### src/rtl/nibble_serial_add_ctrl.sv
`timescale 1ns/1ps
// -----------------------------------------------------------------------------
// nibble_serial_add_ctrl
//
// Bit-serial-by-nibble adder/subtractor. One 4-bit ripple-carry adder is reused
// for NIB = WIDTH/4 cycles, least-significant nibble first. The inter-nibble
// carry lives in a register, so nothing is computed combinationally across the
// full width.
//
// Ports:
//   clk, rst_n        rising-edge clock, asynchronous active-low reset
//   in_valid/in_ready operand handshake (in_ready high only in IDLE)
//   A, B              WIDTH-bit operands
//   Cin               carry-in for add (ignored when Sub=1)
//   Sub               1 = A - B (B inverted, carry-in forced to 1)
//   out_valid/out_ready result handshake (out_valid high only in DONE)
//   Sum, Cout         result and carry out of the MSB (Sub: 1 = no borrow)
//   Overflow          two's-complement signed overflow
//   busy              high in RUN or DONE
// -----------------------------------------------------------------------------

// 4-bit ripple-carry adder slice.
module nibble_serial_add_ctrl_add4 (
  input  logic [3:0] a_i,
  input  logic [3:0] b_i,
  input  logic       c_i,
  output logic [3:0] s_o,
  output logic       c_o
);
  logic c;

  // NOTE: combinational logic uses blocking assignments and gives every output
  // a default first, so no path leaves a value unassigned and no latch forms.
  always_comb begin
    s_o = '0;
    c   = c_i;
    for (int i = 0; i < 4; i++) begin
      s_o[i] = a_i[i] ^ b_i[i] ^ c;
      c      = (a_i[i] & b_i[i]) | (c & (a_i[i] ^ b_i[i]));
    end
    c_o = c;
  end
endmodule

module nibble_serial_add_ctrl #(
  parameter int WIDTH = 32
) (
  input  logic             clk,
  input  logic             rst_n,
  input  logic             in_valid,
  output logic             in_ready,
  input  logic [WIDTH-1:0] A,
  input  logic [WIDTH-1:0] B,
  input  logic             Cin,
  input  logic             Sub,
  output logic             out_valid,
  input  logic             out_ready,
  output logic [WIDTH-1:0] Sum,
  output logic             Cout,
  output logic             Overflow,
  output logic             busy
);
  localparam int NIB   = WIDTH / 4;
  localparam int CNT_W = (NIB > 1) ? $clog2(NIB) : 1;
  localparam logic [CNT_W-1:0] LAST_CNT = CNT_W'(NIB - 1);

  if ((WIDTH % 4) != 0 || WIDTH < 4) begin : g_bad_width
    $error("nibble_serial_add_ctrl: WIDTH must be a multiple of 4 and >= 4");
  end

  typedef enum logic [1:0] {IDLE, RUN, DONE} state_e;

  state_e           state_q;
  logic [WIDTH-1:0] a_sh_q, b_sh_q;   // operands, consumed 4 bits per cycle
  logic [WIDTH-1:0] sum_sh_q;         // result assembled MSB-in
  logic [WIDTH-1:0] sum_q;            // presented result, stable until next op
  logic [CNT_W-1:0] cnt_q;
  logic             carry_q;
  logic             msb_a_q, msb_b_q; // sign bits of A and the (possibly inverted) B
  logic             cout_q, ovf_q;

  logic [3:0]       nib_sum;
  logic             nib_cout;
  logic [WIDTH-1:0] sum_d;

  nibble_serial_add_ctrl_add4 u_add4 (
    .a_i (a_sh_q[3:0]),
    .b_i (b_sh_q[3:0]),
    .c_i (carry_q),
    .s_o (nib_sum),
    .c_o (nib_cout)
  );

  // New nibble enters at the top; after NIB shifts the LSB nibble is at [3:0].
  assign sum_d = WIDTH'({nib_sum, sum_sh_q} >> 4);

  // NOTE: sequential state uses non-blocking assignments only, and every
  // register (operands included) is reset so an aborted operation leaves no
  // residue behind.
  always_ff @(posedge clk or negedge rst_n) begin
    if (!rst_n) begin
      state_q  <= IDLE;
      a_sh_q   <= '0;
      b_sh_q   <= '0;
      sum_sh_q <= '0;
      sum_q    <= '0;
      cnt_q    <= '0;
      carry_q  <= 1'b0;
      msb_a_q  <= 1'b0;
      msb_b_q  <= 1'b0;
      cout_q   <= 1'b0;
      ovf_q    <= 1'b0;
    end else begin
      case (state_q)
        IDLE: begin
          if (in_valid) begin
            a_sh_q  <= A;
            b_sh_q  <= Sub ? ~B : B;
            carry_q <= Sub ? 1'b1 : Cin;
            msb_a_q <= A[WIDTH-1];
            msb_b_q <= Sub ? ~B[WIDTH-1] : B[WIDTH-1];
            cnt_q   <= '0;
            state_q <= RUN;
          end
        end
        RUN: begin
          sum_sh_q <= sum_d;
          carry_q  <= nib_cout;
          a_sh_q   <= a_sh_q >> 4;
          b_sh_q   <= b_sh_q >> 4;
          cnt_q    <= cnt_q + 1'b1;
          if (cnt_q == LAST_CNT) begin
            state_q <= DONE;
            sum_q   <= sum_d;
            cout_q  <= nib_cout;
            // Overflow: operands share a sign and the result sign differs.
            ovf_q   <= (msb_a_q == msb_b_q) && (nib_sum[3] != msb_a_q);
          end
        end
        DONE: begin
          if (out_ready) state_q <= IDLE;
        end
        default: state_q <= IDLE;
      endcase
    end
  end

  assign in_ready  = (state_q == IDLE);
  assign out_valid = (state_q == DONE);
  assign busy      = (state_q != IDLE);
  assign Sum       = sum_q;
  assign Cout      = cout_q;
  assign Overflow  = ovf_q;

endmodule

### config.mk
export PLATFORM = sky130hd
export DESIGN_NAME = nibble_serial_add_ctrl
export DESIGN_NICKNAME = d
export VERILOG_FILES = /design/src/rtl/nibble_serial_add_ctrl.sv
export SDC_FILE = /design/constraint.sdc
export NUM_CORES = 1
export LEC_CHECK = 0
export BUFFER_PORTS_ARGS = -buffer_cell sky130_fd_sc_hd__clkbuf_2
export CORE_MARGIN = 8
export CORE_UTILIZATION = 36
export CTS_BUF_LIST = sky130_fd_sc_hd__clkbuf_8
export DETAILED_ROUTE_END_ITERATION = 10
export HOLD_SLACK_MARGIN = 0.02
export PLACE_DENSITY = 0.68
export SYNTH_ARGS = -nofsm -noshare
export SYNTH_HDL_FRONTEND = slang
export SYNTH_SLANG_ARGS = --single-unit
### constraint.sdc
create_clock -name clk -period 3.35 [get_ports clk]
set_input_delay 0.335 -clock clk [delete_from_list [all_inputs] [get_ports clk]]
set_output_delay 0.335 -clock clk [all_outputs]
set_load 0.05 [all_outputs]
==> summary.md <==
| Metric | Value |
|---|---|
| Worst-path clk slew | 0.07 ns |
| Cells after Synth | 559 |
| Per-cell routed wire length | 14.75 microns |
| Reg2reg setup slack | 0.91 ns |
| Setup Fix Bufs, Post-CTS | 0 |
| Layout Skew | 0.007878 ns |
| Residual overflow from global routing | 0 |
| Die Footprint | 20430 sq um |
| Final worst slack | 0.9137 ns |
| Final Max Slew Viols | 0 |
| Total CTS buffers | 17 |
| Number of global-route vias before repair | 4336 |
| DRT antenna net count | 0 |
| WP data arrival | 2.79 ns |
| Initial antenna violation count | 0 |
| Area Overhead vs Synth | 19.48% |
| Leak | 3.507 nW |
| GP Congestion | 0.7970 |
| Clock Path Buffers | 2 |
| Num ports | 107 |
| Height of the chip | 142.9 microns |
| Syn nets | 635 |
| Nets | 730 |
| F_max | 410.5 MHz |
| Register bit count reported by yosys | 134 |
| Setup violations, final | 0 |
| Via/cell ratio | 4.783 |
| Startpoint Class | flop |
| Die Wd | 142.9 microns |
| DRT iter0 DRCs | 241 |
| Port Buffers | 106 |
| Critical path capture point type | flop |
| Core area | 15830 sq um |
| Distinct cells, synth | 29 |
| Period utilisation layout | 0.7273 |
| ANT cells | 0 |
| Pre-CTS worst setup slack | 0.9227 ns |
| Slew headroom | 0.3306 |
| Clock latency on the worst-skew pair | 0.43 ns |
| RSZ-0062 raised after global routing | no |
| Crit Path Max Fanout | 4 |
| CTS tree | yes |
| Top cell type's share of synthesized area | 0.5782 |
| Clock root buffer | clkbuf_8 |
| Mapped Avg Cell Area | 10.37 sq um |
| Cell Area, Placed | 6533 sq um |
| Post-DP HPWL | 8.802 mm |
| Status | finished clean |
| Final instance area | 6929 sq um |
| Drt drc | 0 |
| VDD IR max | 372.6 uV |
| Sequential fraction of the synthesis area | 0.5782 |
| DR vias | 4214 |
| Routed WL | 13.00 mm |
| Synthesized cell area | 5799 sq um |
| Area contributors post-synth | dfrtp_1, nand2_1, mux2_2, nand3_1, a221o_1 |
| Total GRT Usage | 0.1339 |
| Worst-Margin Slew | 1.004 ns |
| Tmin final | 2.436 ns |
| Initial Util | 0.3664 |
| Hold Vio Cnt, Final | 0 |
| Max-cap violation count | 0 |
| Layout cells sized above 1 | 0.2692 |
| Largest net degree at the start of global routing | 91 |
| Num rows | 46 |
| Yosys warns | 0 |
| CP required | 3.70 ns |
| Sink Count | 134 |
| Crit Path Class | reg -> reg |
| H-tree depth | 4 |
| Pwr dens | 968.5 nW/um^2 |
| Global-route wire length before repair | 21.55 mm |
| Worst hold path class | in -> reg |
| TritonRoute pass-1 iters | 4 |
| Setup tns final | 0 ns |
| Post-synth top area cell | dfrtp_1 |
-- power by group --
group          total [mW]  switching (mW)  internal, mW
Combinational        2.68            1.77         0.910
Sequential           2.73           0.423          2.30
Clock                1.31           0.569         0.739
Total                6.71            2.76          3.95
-- worst max-delay path, stage by stage (launching register included) --
cell	delay, ns
dfrtp_1	0.41
fa_1	0.42
inv_1	0.08
fa_1	0.16
inv_1	0.05
fa_1	0.34
inv_1	0.07
fa_1	0.45
nor3_1	0.20
nor2_1	0.05
o21ai_0	0.13
-- final cells by class --
type                            instances  area (sq um)
Fill cell                            1531          8899
Sequential cell                       134          3353
Multi-Input combinational cell        374          2222
Timing Repair Buffer                  117         659.4
Clock buffer                           22         302.8
Tap cell                              216         270.3
Clock inverter                          8         83.83
Inverter                               10         37.54
-- logic make-up after synthesis --
kind of cell | count (synthesis) | synth area share
AO/OA/AOI/OAI | 43 | 0.06473
adder cells (fa/ha/maj) | 6 | 0.01812
multiplexers | 31 | 0.05998
flip-flops | 134 | 0.5782
AND/OR/NAND/NOR | 262 | 0.1886
XOR/XNOR | 32 | 0.04833
buffers and inverters | 51 | 0.04207
-- state kept, by name, summed over array words and instances (netlist names) --
| signal | flops |
|---|---|
| msb_b_q | 1 |
| Overflow | 1 |
| a_sh_q | 32 |
| msb_a_q | 1 |
| state_q | 2 |
| cnt_q | 3 |
| sum_sh_q | 28 |
| Sum | 32 |
| carry_q | 1 |
| Cout | 1 |
| b_sh_q | 32 |
-- final timing paths --
kind | to | depth (start not counted) | start
min | a_sh_q[29] | 3 | A[29]
min reg2reg | a_sh_q[17] | 2 | a_sh_q[21]
max | Overflow | 10 | a_sh_q[0]
max reg2reg | Overflow | 10 | a_sh_q[0]
max in group asynchronous | a_sh_q[20] | 3 | rst_n
min in group asynchronous | sum_sh_q[26] | 2 | rst_n
-- what timing repair did --
item,in CTS,in global routing
hold endpoints to repair,89,0
resized for setup,0,0
hold buffers,1,0
-- layer usage --
layer | wire, microns | GRT usage | vias to the layer above
met5 | 0 | 0 | -
met4 | 151 | 0.04978 | 0
met3 | 732 | 0.03940 | 12
met2 | 5849 | 0.2005 | 127
met1 | 6262 | 0.1794 | 2020
li1 | - | - | 2055
-- cell usage after synthesis (all sizes together) --
cell type,n
o21ai,11
nand2,160
fa,4
a211oi,1
xor2,1
a221o,28
nor3,3
nor3b,1
xnor2,31
nand3b,1
buf,30
mux2i,1
or2,1
ha,2
nor2,30
nor2b,1
o311ai,2
or3b,1
nand3,61
and3,1
o21bai,1
mux2,30
dfrtp,134
clkbuf,11
inv,10
nand2b,2
-- cells in the final DEF, fill, tap and decap left out, types with 2 or more instances in the layout --
cell type / count
nand2_1: 160
dfrtp_1: 134
nor2_1: 30
a221o_1: 28
clkbuf_8: 22
buf_12: 3
clkbuf_2: 105
buf_4: 7
bufinv_16: 2
o311ai_1: 2
inv_1: 15
nand3_1: 61
xnor2_1: 31
o21ai_0: 9
ha_1: 2
nor3_1: 3
o21ai_2: 2
fa_1: 4
mux2_2: 30
-- stage by stage --
| step | std cells | util | power (mW) | hold WS [ns] |
|---|---|---|---|---|
| final | 881 | 0.4378 | 6.711 | 0.09729 |
| after global placement | 850 | 0.4127 | 5.403 | 0.4574 |
| after global routing | 881 | 0.4378 | 7.211 | 0.07008 |
| after CTS | 881 | 0.4378 | 6.806 | 0.06934 |
| after floorplan | 559 | - | 4.710 | 0.03941 |
| after detailed placement | 850 | 0.4127 | 5.475 | 0.4606 |
No activity file was read; power rests on OpenSTA's default activity.
